===== config.mk =====
export PLATFORM = sky130hd
export DESIGN_NAME = multicycle_ctrl
export DESIGN_NICKNAME = d
export VERILOG_FILES = /design/src/rtl/multicycle_ctrl_pkg.sv /design/src/rtl/multicycle_ctrl_immsrc_dec.sv /design/src/rtl/multicycle_ctrl.sv
export SDC_FILE = /design/constraint.sdc
export NUM_CORES = 1
export LEC_CHECK = 0
export ABC_AREA = 1
export CAP_MARGIN = 20
export CORE_MARGIN = 3
export CORE_UTILIZATION = 37
export CTS_CLUSTER_DIAMETER = 80
export DETAILED_ROUTE_END_ITERATION = 12
export GPL_ROUTABILITY_DRIVEN = 0
export PLACE_DENSITY = 0.79
export SYNTH_ARGS = -nofsm -noshare
export SYNTH_HDL_FRONTEND = slang
export SYNTH_SLANG_ARGS = --single-unit

===== constraint.sdc =====
create_clock -name clk -period 1.85 [get_ports clk]
set_clock_uncertainty 0.2 [all_clocks]
set_input_delay 0.4625 -clock clk [delete_from_list [all_inputs] [get_ports clk]]
set_output_delay 0.4625 -clock clk [all_outputs]
set_load 0.02 [all_outputs]

===== src/rtl/multicycle_ctrl_pkg.sv =====
// Shared definitions for the multicycle RV32I control unit: state encodings,
// opcode constants, datapath mux encodings and the per-state control bundle.
package multicycle_ctrl_pkg;

   // FSM state encodings (visible on state_dbg)
   localparam logic [3:0] ST_FETCH    = 4'd0;
   localparam logic [3:0] ST_DECODE   = 4'd1;
   localparam logic [3:0] ST_MEMADR   = 4'd2;
   localparam logic [3:0] ST_MEMREAD  = 4'd3;
   localparam logic [3:0] ST_MEMWB    = 4'd4;
   localparam logic [3:0] ST_MEMWRITE = 4'd5;
   localparam logic [3:0] ST_EXECR    = 4'd6;
   localparam logic [3:0] ST_EXECI    = 4'd7;
   localparam logic [3:0] ST_ALUWB    = 4'd8;
   localparam logic [3:0] ST_BRANCH   = 4'd9;
   localparam logic [3:0] ST_JAL      = 4'd10;
   localparam logic [3:0] ST_JALR     = 4'd11;
   localparam logic [3:0] ST_JALRLINK = 4'd12;
   localparam logic [3:0] ST_HALT     = 4'd13;
   localparam logic [3:0] ST_TRAP     = 4'd14;

   // RV32I opcodes handled by the core
   localparam logic [6:0] OP_LW    = 7'b0000011;
   localparam logic [6:0] OP_SW    = 7'b0100011;
   localparam logic [6:0] OP_RTYPE = 7'b0110011;
   localparam logic [6:0] OP_ITYPE = 7'b0010011;
   localparam logic [6:0] OP_BTYPE = 7'b1100011;
   localparam logic [6:0] OP_JAL   = 7'b1101111;
   localparam logic [6:0] OP_JALR  = 7'b1100111;

   // ALU operand A select
   localparam logic [1:0] SRCA_PC    = 2'b00;
   localparam logic [1:0] SRCA_OLDPC = 2'b01;
   localparam logic [1:0] SRCA_RS1   = 2'b10;

   // ALU operand B select
   localparam logic [1:0] SRCB_RS2  = 2'b00;
   localparam logic [1:0] SRCB_IMM  = 2'b01;
   localparam logic [1:0] SRCB_FOUR = 2'b10;

   // Result bus select
   localparam logic [1:0] RES_ALUOUT    = 2'b00;
   localparam logic [1:0] RES_DATA      = 2'b01;
   localparam logic [1:0] RES_ALURESULT = 2'b10;

   // Immediate format select
   localparam logic [1:0] IMM_I = 2'b00;
   localparam logic [1:0] IMM_S = 2'b01;
   localparam logic [1:0] IMM_B = 2'b10;
   localparam logic [1:0] IMM_J = 2'b11;

   // ALUOp to the ALU decoder
   localparam logic [1:0] ALUOP_ADD   = 2'b00;
   localparam logic [1:0] ALUOP_SUB   = 2'b01;
   localparam logic [1:0] ALUOP_FUNCT = 2'b10;

   // Moore control bundle produced from the current state
   typedef struct packed {
      logic       pcUpdate;
      logic       branch;
      logic       adrSrc;
      logic       memWrite;
      logic       irWrite;
      logic       memReq;
      logic [1:0] resultSrc;
      logic [1:0] aluSrcA;
      logic [1:0] aluSrcB;
      logic [1:0] aluOp;
      logic       regWrite;
      logic       retire;
      logic       halted;
      logic       illegal;
   } ctrl_t;

   localparam ctrl_t CTRL_IDLE = '0;

   // True for the standard RV32I opcodes this core executes
   function automatic logic isStdOpcode(input logic [6:0] opc);
      isStdOpcode = (opc == OP_LW)    || (opc == OP_SW)    ||
                    (opc == OP_RTYPE) || (opc == OP_ITYPE) ||
                    (opc == OP_BTYPE) || (opc == OP_JAL)   ||
                    (opc == OP_JALR);
   endfunction

endpackage


===== src/rtl/multicycle_ctrl_immsrc_dec.sv =====
// Immediate format decoder: picks the immediate layout straight from the opcode.
module immsrc_dec
   import multicycle_ctrl_pkg::*;
(
   input  logic [6:0] op,
   output logic [1:0] immSrc
);

   // Opcode to immediate format; anything unrecognised uses the I layout
   always_comb begin
      immSrc = IMM_I;
      case (op)
         OP_LW, OP_JALR, OP_ITYPE: immSrc = IMM_I;
         OP_SW:                    immSrc = IMM_S;
         OP_BTYPE:                 immSrc = IMM_B;
         OP_JAL:                   immSrc = IMM_J;
         default:                  immSrc = IMM_I;
      endcase
   end

endmodule


===== src/rtl/multicycle_ctrl.sv =====
// Main control FSM of the multicycle RV32I core. One Moore state per
// instruction phase drives the shared ALU and the unified memory; HALT and
// TRAP are sticky until reset.
//
// Memory handshake: mem_req acts as valid. While it is high, AdrSrc and
// MemWrite hold steady; the access completes in the first cycle mem_ready is
// seen high (including the very first cycle). With MEM_HANDSHAKE=0 every
// mem_req cycle completes and mem_ready is ignored. mem_ready outside a
// memory state has no effect.
module multicycle_ctrl
   import multicycle_ctrl_pkg::*;
#(
   parameter bit         MEM_HANDSHAKE   = 1'b0,
   parameter logic [6:0] HALT_OPCODE     = 7'b1000100,
   parameter bit         TRAP_ON_ILLEGAL = 1'b1
) (
   input  logic       clk,
   input  logic       reset,
   input  logic [6:0] op,
   input  logic       funct3_0,
   input  logic       zero,
   input  logic       mem_ready,
   output logic       PCWrite,
   output logic       AdrSrc,
   output logic       MemWrite,
   output logic       IRWrite,
   output logic       mem_req,
   output logic [1:0] ResultSrc,
   output logic [1:0] ALUSrcA,
   output logic [1:0] ALUSrcB,
   output logic [1:0] ImmSrc,
   output logic [1:0] ALUOp,
   output logic       RegWrite,
   output logic       retire,
   output logic       halted,
   output logic       illegal,
   output logic [3:0] state_dbg
);

   logic [3:0] state;
   logic [3:0] nextState;
   ctrl_t      ctrl;
   logic       memDone;
   logic       opKnown;
   logic       branchTaken;

   // A memory access finishes this cycle when ready (or always, without handshake)
   assign memDone = MEM_HANDSHAKE ? mem_ready : 1'b1;

   // Opcodes that have a defined sequence, including the custom halt
   assign opKnown = isStdOpcode(op) || (op == HALT_OPCODE);

   // beq takes on zero, bne on non-zero
   assign branchTaken = zero ^ funct3_0;

   // State register; reset returns to FETCH immediately
   always_ff @(posedge clk or negedge reset) begin
      if (!reset) begin
         state <= ST_FETCH;
      end else begin
         state <= nextState;
      end
   end

   // Next-state selection
   always_comb begin
      nextState = ST_FETCH;
      case (state)
         ST_FETCH:    nextState = memDone ? ST_DECODE : ST_FETCH;
         ST_DECODE: begin
            case (op)
               OP_LW, OP_SW: nextState = ST_MEMADR;
               OP_RTYPE:     nextState = ST_EXECR;
               OP_ITYPE:     nextState = ST_EXECI;
               OP_BTYPE:     nextState = ST_BRANCH;
               OP_JAL:       nextState = ST_JAL;
               OP_JALR:      nextState = ST_JALR;
               default: begin
                  if (op == HALT_OPCODE) begin
                     nextState = ST_HALT;
                  end else if (TRAP_ON_ILLEGAL) begin
                     nextState = ST_TRAP;
                  end else begin
                     nextState = ST_FETCH;
                  end
               end
            endcase
         end
         ST_MEMADR:   nextState = (op == OP_LW) ? ST_MEMREAD : ST_MEMWRITE;
         ST_MEMREAD:  nextState = memDone ? ST_MEMWB : ST_MEMREAD;
         ST_MEMWB:    nextState = ST_FETCH;
         ST_MEMWRITE: nextState = memDone ? ST_FETCH : ST_MEMWRITE;
         ST_EXECR:    nextState = ST_ALUWB;
         ST_EXECI:    nextState = ST_ALUWB;
         ST_ALUWB:    nextState = ST_FETCH;
         ST_BRANCH:   nextState = ST_FETCH;
         ST_JAL:      nextState = ST_ALUWB;
         ST_JALR:     nextState = ST_JALRLINK;
         ST_JALRLINK: nextState = ST_ALUWB;
         ST_HALT:     nextState = ST_HALT;
         ST_TRAP:     nextState = ST_TRAP;
         default:     nextState = ST_FETCH;
      endcase
   end

   // Per-state control values; only the completing-cycle strobes look at memDone
   always_comb begin
      ctrl = CTRL_IDLE;
      case (state)
         ST_FETCH: begin
            ctrl.memReq    = 1'b1;
            ctrl.adrSrc    = 1'b0;
            ctrl.aluSrcA   = SRCA_PC;
            ctrl.aluSrcB   = SRCB_FOUR;
            ctrl.aluOp     = ALUOP_ADD;
            ctrl.resultSrc = RES_ALURESULT;
            ctrl.irWrite   = memDone;
            ctrl.pcUpdate  = memDone;
         end
         ST_DECODE: begin
            ctrl.aluSrcA = SRCA_OLDPC;
            ctrl.aluSrcB = SRCB_IMM;
            ctrl.aluOp   = ALUOP_ADD;
            // an unknown opcode run as a NOP finishes here
            ctrl.retire  = !opKnown && !TRAP_ON_ILLEGAL;
         end
         ST_MEMADR: begin
            ctrl.aluSrcA = SRCA_RS1;
            ctrl.aluSrcB = SRCB_IMM;
            ctrl.aluOp   = ALUOP_ADD;
         end
         ST_MEMREAD: begin
            ctrl.adrSrc = 1'b1;
            ctrl.memReq = 1'b1;
         end
         ST_MEMWB: begin
            ctrl.resultSrc = RES_DATA;
            ctrl.regWrite  = 1'b1;
            ctrl.retire    = 1'b1;
         end
         ST_MEMWRITE: begin
            ctrl.adrSrc   = 1'b1;
            ctrl.memReq   = 1'b1;
            ctrl.memWrite = 1'b1;
            ctrl.retire   = memDone;
         end
         ST_EXECR: begin
            ctrl.aluSrcA = SRCA_RS1;
            ctrl.aluSrcB = SRCB_RS2;
            ctrl.aluOp   = ALUOP_FUNCT;
         end
         ST_EXECI: begin
            ctrl.aluSrcA = SRCA_RS1;
            ctrl.aluSrcB = SRCB_IMM;
            ctrl.aluOp   = ALUOP_FUNCT;
         end
         ST_ALUWB: begin
            ctrl.resultSrc = RES_ALUOUT;
            ctrl.regWrite  = 1'b1;
            ctrl.retire    = 1'b1;
         end
         ST_BRANCH: begin
            ctrl.aluSrcA   = SRCA_RS1;
            ctrl.aluSrcB   = SRCB_RS2;
            ctrl.aluOp     = ALUOP_SUB;
            ctrl.resultSrc = RES_ALUOUT;
            ctrl.branch    = 1'b1;
            ctrl.retire    = 1'b1;
         end
         ST_JAL: begin
            // PC takes the target computed in DECODE; ALU forms the link
            ctrl.aluSrcA   = SRCA_OLDPC;
            ctrl.aluSrcB   = SRCB_FOUR;
            ctrl.aluOp     = ALUOP_ADD;
            ctrl.resultSrc = RES_ALUOUT;
            ctrl.pcUpdate  = 1'b1;
         end
         ST_JALR: begin
            // target rs1+imm goes straight to the PC from the ALU result
            ctrl.aluSrcA   = SRCA_RS1;
            ctrl.aluSrcB   = SRCB_IMM;
            ctrl.aluOp     = ALUOP_ADD;
            ctrl.resultSrc = RES_ALURESULT;
            ctrl.pcUpdate  = 1'b1;
         end
         ST_JALRLINK: begin
            ctrl.aluSrcA = SRCA_OLDPC;
            ctrl.aluSrcB = SRCB_FOUR;
            ctrl.aluOp   = ALUOP_ADD;
         end
         ST_HALT:  ctrl.halted  = 1'b1;
         ST_TRAP:  ctrl.illegal = 1'b1;
         default:  ctrl = CTRL_IDLE;
      endcase
   end

   immsrc_dec uImmSrc (
      .op     (op),
      .immSrc (ImmSrc)
   );

   // Write enables and strobes are suppressed while reset is held low
   assign PCWrite   = reset & (ctrl.pcUpdate | (ctrl.branch & branchTaken));
   assign IRWrite   = reset & ctrl.irWrite;
   assign MemWrite  = reset & ctrl.memWrite;
   assign RegWrite  = reset & ctrl.regWrite;
   assign retire    = reset & ctrl.retire;
   assign mem_req   = reset & ctrl.memReq;
   assign AdrSrc    = ctrl.adrSrc;
   assign ResultSrc = ctrl.resultSrc;
   assign ALUSrcA   = ctrl.aluSrcA;
   assign ALUSrcB   = ctrl.aluSrcB;
   assign ALUOp     = ctrl.aluOp;
   assign halted    = ctrl.halted;
   assign illegal   = ctrl.illegal;
   assign state_dbg = state;

endmodule


==> metrics.md, run 1 <==
| Metric | Value |
|---|---|
| Outcome | aborted with a tool error |
| Stage where the run ended | 4_1_cts |
| Err | [ERROR DPL-0033] detailed placement checks failed during check placement. |
| Syn_area_per_cell | 5.24 um2 |
| Sink Count | 4 |
| Sequential share of the synthesized area | 0.169 |
| Clock buffer count from CTS | 3 |
| Initial cell density of the core | 0.423 |
| Post-DP HPWL | 2130 um |
| Chip width | 46.0 um |
| Flop and latch count out of synthesis | 4 |
| Row count | 13 |
| Gates resized, CTS repair | 168 |
| CTS max path bufs | 2 |
| # Post-CTS Setup Buffers | 9 |
| Placed cells | 190 |
| Mapped cell area | 592 um2 |
| Synth unique cells | 18 |
| Floorplan die height | 46.0 um |
| Syn_nets | 125 |
| # port buffers | 33 |
| Yosys warning count | 0 |
| H-tree depth reported by CTS | 1 |
| CTS root buf | clkbuf_4 |
| Mapped Cells | 113 |
| CTS Hold Buffers Added | 0 |
| # IOs | 35 |
[metrics by stage]
step | hold WS [ns] | setup slack [ns] | instance area (um2) | TNS (ns) | utilization
after floorplan | -0.0331 | -0.0943 | 627 | -0.272 | -
after global placement | 0.565 | -0.812 | 1190 | -10.29 | 0.853
after detailed placement | 0.569 | -0.840 | 1190 | -11.03 | 0.853
[cell usage after synthesis]
| cell | instances | share of area |
|---|---|---|
| a31oi_1 | 3 | 0.032 |
| o21ai_0 | 4 | 0.034 |
| o21a_1 | 1 | 0.013 |
| nor2_2 | 6 | 0.063 |
| nor2_1 | 16 | 0.10 |
| nand2_2 | 1 | 0.011 |
| o211ai_1 | 1 | 0.013 |
| inv_2 | 5 | 0.032 |
| nor2_4 | 2 | 0.038 |
| nor3_1 | 5 | 0.042 |
| dfrtp_1 | 4 | 0.17 |
| a21oi_1 | 4 | 0.034 |
| nand3_1 | 7 | 0.059 |
| or2_2 | 1 | 0.011 |
| nand3b_1 | 1 | 0.013 |
| nor3b_1 | 1 | 0.013 |
| nand2_1 | 32 | 0.20 |
| inv_1 | 19 | 0.12 |
[logic make-up after synthesis]
group	synth area share
AOI/OAI and AO/OA	0.125
buffers and inverters	0.152
DFF	0.169
and+or+nand+nor	0.554
==> inputs of run 2 (changes only) <==
--- a/config.mk
+++ b/config.mk
@@ -7,12 +7,11 @@
 export LEC_CHECK = 0
 export ABC_AREA = 1
 export CAP_MARGIN = 20
-export CORE_MARGIN = 3
-export CORE_UTILIZATION = 37
-export CTS_CLUSTER_DIAMETER = 80
+export CORE_AREA = 3 3 64 66
 export DETAILED_ROUTE_END_ITERATION = 12
+export DIE_AREA = 0 0 67 69
 export GPL_ROUTABILITY_DRIVEN = 0
-export PLACE_DENSITY = 0.79
+export PLACE_DENSITY_LB_ADDON = 0.15
 export SYNTH_ARGS = -nofsm -noshare
 export SYNTH_HDL_FRONTEND = slang
 export SYNTH_SLANG_ARGS = --single-unit
==> run 2 against run 1 <==
The flow now finishes, with violations (setup timing); synthesized cell count did not move; area after synthesis did not move.
==> metrics.md, run 2 <==
| Metric | Value |
|---|---|
| Outcome | finished, violations left |
| Failing checks | setup timing |
| DRC viols | 0 |
| Max FFs per register | 4 |
| CP arrival | 1.39 ns |
| Core Area | 3630 um2 |
| Setup CP Type | flop to output port |
| Chip width | 67 um |
| Top-area cell type share of the netlist area | 0.203 |
| Area contributors post-synth | nand2_1 (20%), dfrtp_1 (17%), inv_1 (12%) |
| Final worst slack | -0.206 ns |
| Iter 0 DRT Violations | 24 |
| Period utilization | 1.11 |
| Critical path buffers and inverters | 4 |
| # IOs | 35 |
| CTS max path bufs | 2 |
| Yosys warning count | 0 |
| Pre-antenna DRT Iters | 4 |
| Mapped Cells | 113 |
| Layout cell share with drive strength beyond 1 | 0.698 |
| Worst setup EP type | output port |
| Placed cells | 231 |
| Pwr Density | 1290 nW/um2 |
| Top sig layer | met4 |
| M1 wire length | 880 um |
| Clock buffer count from CTS | 3 |
| Least-Margin Pin Slew | 0.197 ns |
| Commonest non-fill, non-tap cells in the layout | buf_4 (52), nand2_1 (22), buf_6 (19), inv_2 (15), nor2_4 (13) |
| Total GRT Usage | 0.106 |
| Sequential share of the synthesized area | 0.169 |
| Min-delay worst type | input port to asynchronous set/reset pin |
| Final #Nets | 213 |
| R2R Path End | state_dbg[2] |
| # setup viols final | 16 |
| Clock transition at the registers of the reported paths | 0.03 ns |
| # port buffers | 33 |
| R2R setup slack | 0.27 ns |
| Largest net degree at the start of global routing | 6 |
| Routed vias | 1006 |
| TNS Setup | -1.87 ns |
| Commonest non-fill, non-tap cell in the layout | buf_4 |
| Met3 WL post-DR | 160 um |
| FFs w/ async S/R, synth | 1.00 |
| Slowest CP cell | dfrtp_2 |
| Top-count cell post-synth | nand2_1 |
| Floorplan die height | 69 um |
| Critical Path, Cell by Cell | inv_2 > nor2_4 > inv_2 > nor2_4 > buf_4 > a21oi_1 > nand2_1 > buf_4 |
| N_diodes | 0 |
| Pins Over Slew Limit | 0 |
| Endpoints failing hold | 0 |
| Delay-heaviest family, CP | flip-flops |
| Fmax | 486 MHz |
| Worst endpoint required time | 1.19 ns |
| Post-DP HPWL | 1900 um |
| Peak supply drop | 0.310 mV |
| Syn_area_per_cell | 5.24 um2 |
| Fillcell total | 401 |
| Ys flop type | dfrtp_1 |
| Post-synth EDFFs | 0 |
| Syn_nets | 125 |
| Number of global-route vias before repair | 1016 |
| Lkg Pwr | 0.837 nW |
| Max transition margin | 0.867 |
| Syn-to-layout area delta | 174% |
| Crit path time final | 2.06 ns |
| Sink Count | 4 |
| GRT Residual Overflow | 0 |
| Register-to-Register Path Depth | 7 |
| CTS tree | built |
| Post-DR vias/cell | 4.07 |
| Initial antenna violation count | 0 |
| Row count | 22 |
| Area of the die | 4620 um2 |
| Crit path max fanout | 5 |
| H-tree depth reported by CTS | 1 |
| Element type at the critical path start | flop |
| CP max stage delay | 0.44 ns |
| Initial cell density of the core | 0.163 |
| Routed WL | 2500 um |
| Worst skew pair latency | 0.21 ns |
| Wire length on met2 | 1430 um |
| Synth unique cells | 18 |
| CTS root buf | clkbuf_8 |
| Synth cell count leaders | nand2_1 (32), inv_1 (19), nor2_1 (16), nand3_1 (7), nor2_2 (6) |
| Mapped cell area | 592 um2 |
| Min Hold Slack | 0.105 ns |
| Non-Filler Instances | 247 |
| Global-route wire length before repair | 4000 um |
| Flop and latch count out of synthesis | 4 |
| RSZ-0062 raised after global routing | yes |
| Yosys top cell by area | nand2_1 |
| DRT antenna net count | 0 |
| Maxcap violations | 0 |
| Routed wire length per instance | 10.1 um |
| Reg2Reg Launch Point | state_dbg[2] |
## run 2: cell counts after synthesis
Identical to the previous run, type by type.
## run 2: layout make-up
| type | instances | area (um2) | area share |
|---|---|---|---|
| Inverter | 24 | 97.6 | 0.0601 |
| Timing Repair Buffer | 83 | 706 | 0.435 |
| Sequential cell | 4 | 105 | 0.0647 |
| Clock buffer | 3 | 41.3 | 0.0254 |
| Multi-Input combinational cell | 85 | 614 | 0.378 |
| Tap cell | 48 | 60.1 | 0.0370 |
## run 2: metrics by stage
| stage | cell area (um2) | power, W | utilization | setup WS [ns] |
|---|---|---|---|---|
| global placement | 1310 | 0.00155 | 0.360 | -0.828 |
| global route | 1620 | 0.00223 | 0.447 | -0.273 |
| floorplan | 627 | 0.000828 | - | -0.0943 |
| CTS | 1490 | 0.00190 | 0.409 | -0.202 |
| detailed placement | 1310 | 0.00155 | 0.360 | -0.851 |
| finish | 1620 | 0.00210 | 0.447 | -0.206 |
## run 2: worst max-delay path by stage
stage            startpoint         end  cells after the start
4_1_cts        state_dbg[3]     PCWrite                      7
3_5_place_dp          op[1]   ImmSrc[1]                      8
5_1_grt        state_dbg[3]  ALUSrcA[1]                      8
2_1_floorplan  state_dbg[2]    RegWrite                      4
6_report       state_dbg[3]  ALUSrcA[1]                      8
3_3_place_gp          op[1]   ImmSrc[1]                      8
## run 2: routing by layer
metal,GRT usage,vias to the layer above
met5,0,-
met4,0.0383,0
met3,0.0130,2
met2,0.210,31
met1,0.106,451
li1,-,522
## run 2: what timing repair did
item / in CTS / in global routing
resized for setup: 165 / 48
endpoints found under the hold margin: 0 / 0
setup buffers: 6 / 7
pin swaps: 13 / 7
endpoints found under the setup margin: 25 / 21
hold buffers: 0 / 0
## run 2: kinds of logic (layout without fill, tap and decap cells)
group	Yosys count	count (layout)	synth area share
AOI/OAI and AO/OA	13	13	0.125
DFF	4	4	0.169
buffers and inverters	24	110	0.152
and+or+nand+nor	72	72	0.554
## run 2: power breakdown
| group | switching (W) | internal (W) | total, W |
|---|---|---|---|
| Combinational | 0.000877 | 0.000826 | 0.00170 |
| Clock | 0.0000388 | 0.000138 | 0.000177 |
| Sequential | 0.0000832 | 0.000132 | 0.000215 |
Note: power is estimated with default switching activity, not from simulation.
==> inputs of run 3 (changes only) <==
--- a/config.mk
+++ b/config.mk
@@ -11,6 +11,7 @@
 export DETAILED_ROUTE_END_ITERATION = 12
 export DIE_AREA = 0 0 67 69
 export GPL_ROUTABILITY_DRIVEN = 0
+export GPL_TIMING_DRIVEN = 1
 export PLACE_DENSITY_LB_ADDON = 0.15
 export SYNTH_ARGS = -nofsm -noshare
 export SYNTH_HDL_FRONTEND = slang
==> results of run 3 <==
Final layout, timing and power as in run 2 (identical DEF).
==> inputs of run 4 (changes only) <==
--- a/config.mk
+++ b/config.mk
@@ -8,11 +8,13 @@
 export ABC_AREA = 1
 export CAP_MARGIN = 20
 export CORE_AREA = 3 3 64 66
+export CTS_BUF_LIST = sky130_fd_sc_hd__clkbuf_2 sky130_fd_sc_hd__clkbuf_4 sky130_fd_sc_hd__clkbuf_8
 export DETAILED_ROUTE_END_ITERATION = 12
 export DIE_AREA = 0 0 67 69
 export GPL_ROUTABILITY_DRIVEN = 0
 export GPL_TIMING_DRIVEN = 1
 export PLACE_DENSITY_LB_ADDON = 0.15
+export SETUP_SLACK_MARGIN = 0.05
 export SYNTH_ARGS = -nofsm -noshare
 export SYNTH_HDL_FRONTEND = slang
 export SYNTH_SLANG_ARGS = --single-unit
==> run 4 against run 3 <==
The run still ends with setup timing left; critical path depth decreased by 2; cell count decreased by 1.6%; maximum frequency decreased by 0.56%; die area unchanged; sequential cell count unchanged; sequential share of layout area increased by 0.27 points.
==> metrics.md, run 4 (same netlist as run 2, synthesis figures left out) <==
| Metric | Value |
|---|---|
| Pins Over Slew Limit | 0 |
| Met2 usage | 0.226 |
| Element type at the critical path start | flop |
| Initial cell density of the core | 0.163 |
| DRT antenna net count | 0 |
| Commonest non-fill, non-tap cells in the layout | buf_4 (53), nand2_1 (25), inv_1 (12), buf_6 (12), nor2_4 (10) |
| Sink Count | 4 |
| GRT Residual Overflow | 0 |
| Endpoints failing hold | 0 |
| Floorplan die height | 69 um |
| N_diodes | 0 |
| Routed wire length per instance | 10.0 um |
| Commonest non-fill, non-tap cell in the layout | buf_4 |
| Routed vias | 979 |
| # port buffers | 33 |
| Number of global-route vias before repair | 984 |
| Largest net degree at the start of global routing | 7 |
| H-tree depth reported by CTS | 1 |
| Initial antenna violation count | 0 |
| TNS Setup | -2.26 ns |
| Pwr Density | 1260 nW/um2 |
| Min-delay worst type | input port to asynchronous set/reset pin |
| Worst setup EP type | output port |
| Post-DP HPWL | 1900 um |
| Crit path max fanout | 4 |
| Row count | 22 |
| Met3 usage | 0.0163 |
| RSZ-0062 raised after global routing | yes |
| Placed cells | 228 |
| Maxcap violations | 0 |
| Peak supply drop | 0.261 mV |
| Global-route wire length before repair | 4190 um |
| Worst endpoint required time | 1.19 ns |
| CP arrival | 1.41 ns |
| Worst skew pair latency | 0.22 ns |
| Max transition margin | 0.832 |
| Routed WL | 2440 um |
| CTS tree | built |
| Iter 0 DRT Violations | 21 |
| Chip width | 67 um |
| CTS root buf | clkbuf_8 |
| Fmax | 484 MHz |
| Lkg Pwr | 0.812 nW |
| Least-Margin Pin Slew | 0.250 ns |
| Failing checks | setup timing |
| Clock buffer count from CTS | 3 |
| Clock transition at the registers of the reported paths | 0.03 ns |
| DRC viols | 0 |
| Max FFs per register | 4 |
| # IOs | 35 |
| Pre-antenna DRT Iters | 4 |
| Busiest grt layer | met2 |
| Core Area | 3630 um2 |
| Non-Filler Instances | 243 |
| # setup viols final | 17 |
| Syn-to-layout area delta | 163% |
| Period utilization | 1.12 |
| Outcome | finished, violations left |
| Final worst slack | -0.218 ns |
| Total GRT Usage | 0.115 |
| M1 GR Usage | 0.112 |
| Post-DR vias/cell | 4.03 |
| Layout cell share with drive strength beyond 1 | 0.641 |
| Area of the die | 4620 um2 |
| CTS max path bufs | 2 |
| Setup CP Type | flop to output port |
| Final #Nets | 208 |
| Crit path time final | 2.07 ns |
[run 4: worst paths after layout]
| check | depth (start not counted) | startpoint | end | slack [ns] |
|---|---|---|---|---|
| setup / recovery | 6 | state_dbg[1] | PCWrite | -0.22 |
| hold / removal | 2 | reset | state_dbg[3] | 0.13 |
| setup reg to reg | 7 | state_dbg[2] | state_dbg[3] | 0.18 |
| hold reg to reg | 4 | state_dbg[0] | state_dbg[0] | 0.57 |
| max in group asynchronous | 2 | reset | state_dbg[0] | 1.20 |
| min in group clk | 5 | op[1] | state_dbg[1] | 0.50 |
[run 4: power by group]
group          switching, W  internal (W)  leakage [nW]
Sequential        0.0000710      0.000132        0.0460
Combinational      0.000817      0.000735         0.740
Clock             0.0000507      0.000162        0.0262
[run 4: area by class of cell]
| class | count | area (um2) |
|---|---|---|
| Fill cell | 403 | 2070 |
| Multi-Input combinational cell | 85 | 589 |
| Timing Repair Buffer | 78 | 651 |
| Tap cell | 48 | 60.1 |
| Clock buffer | 4 | 48.8 |
| Sequential cell | 4 | 105 |
| Inverter | 24 | 105 |
[run 4: routing by layer]
metal / part of all wire / routed length (um)
met1: 0.36 / 875
met2: 0.57 / 1400
met3: 0.059 / 143
met4: 0.0078 / 19
met5: 0 / 0
[run 4: critical path, stage by stage, from the launching register on]
cell and delay (ns):
dfrtp_2 0.45, nor2_4 0.17, inv_2 0.07, nor2_4 0.13
nand3_4 0.08, a31oi_4 0.16, buf_6 0.13
[run 4: repair_timing]
| item | 4_1_cts | 5_1_grt |
|---|---|---|
| pin swaps | 17 | 11 |
| endpoints found under the setup margin | 26 | 24 |
| buffers inserted | 9 | 2 |
| hold buffers | 0 | 0 |
| resized for setup | 160 | 38 |
[run 4: stage by stage]
step                cell area [um2]  utilization  hold WS [ns]  setup WS [ns]  total power [W]
floorplan                       633            -       -0.0331        -0.0837         0.000836
global placement               1280        0.352         0.561         -0.830          0.00155
detailed placement             1280        0.352         0.558         -0.844          0.00156
CTS                            1450        0.398         0.133         -0.239          0.00187
global route                   1560        0.429         0.145         -0.285          0.00211
finish                         1560        0.429         0.130         -0.218          0.00197
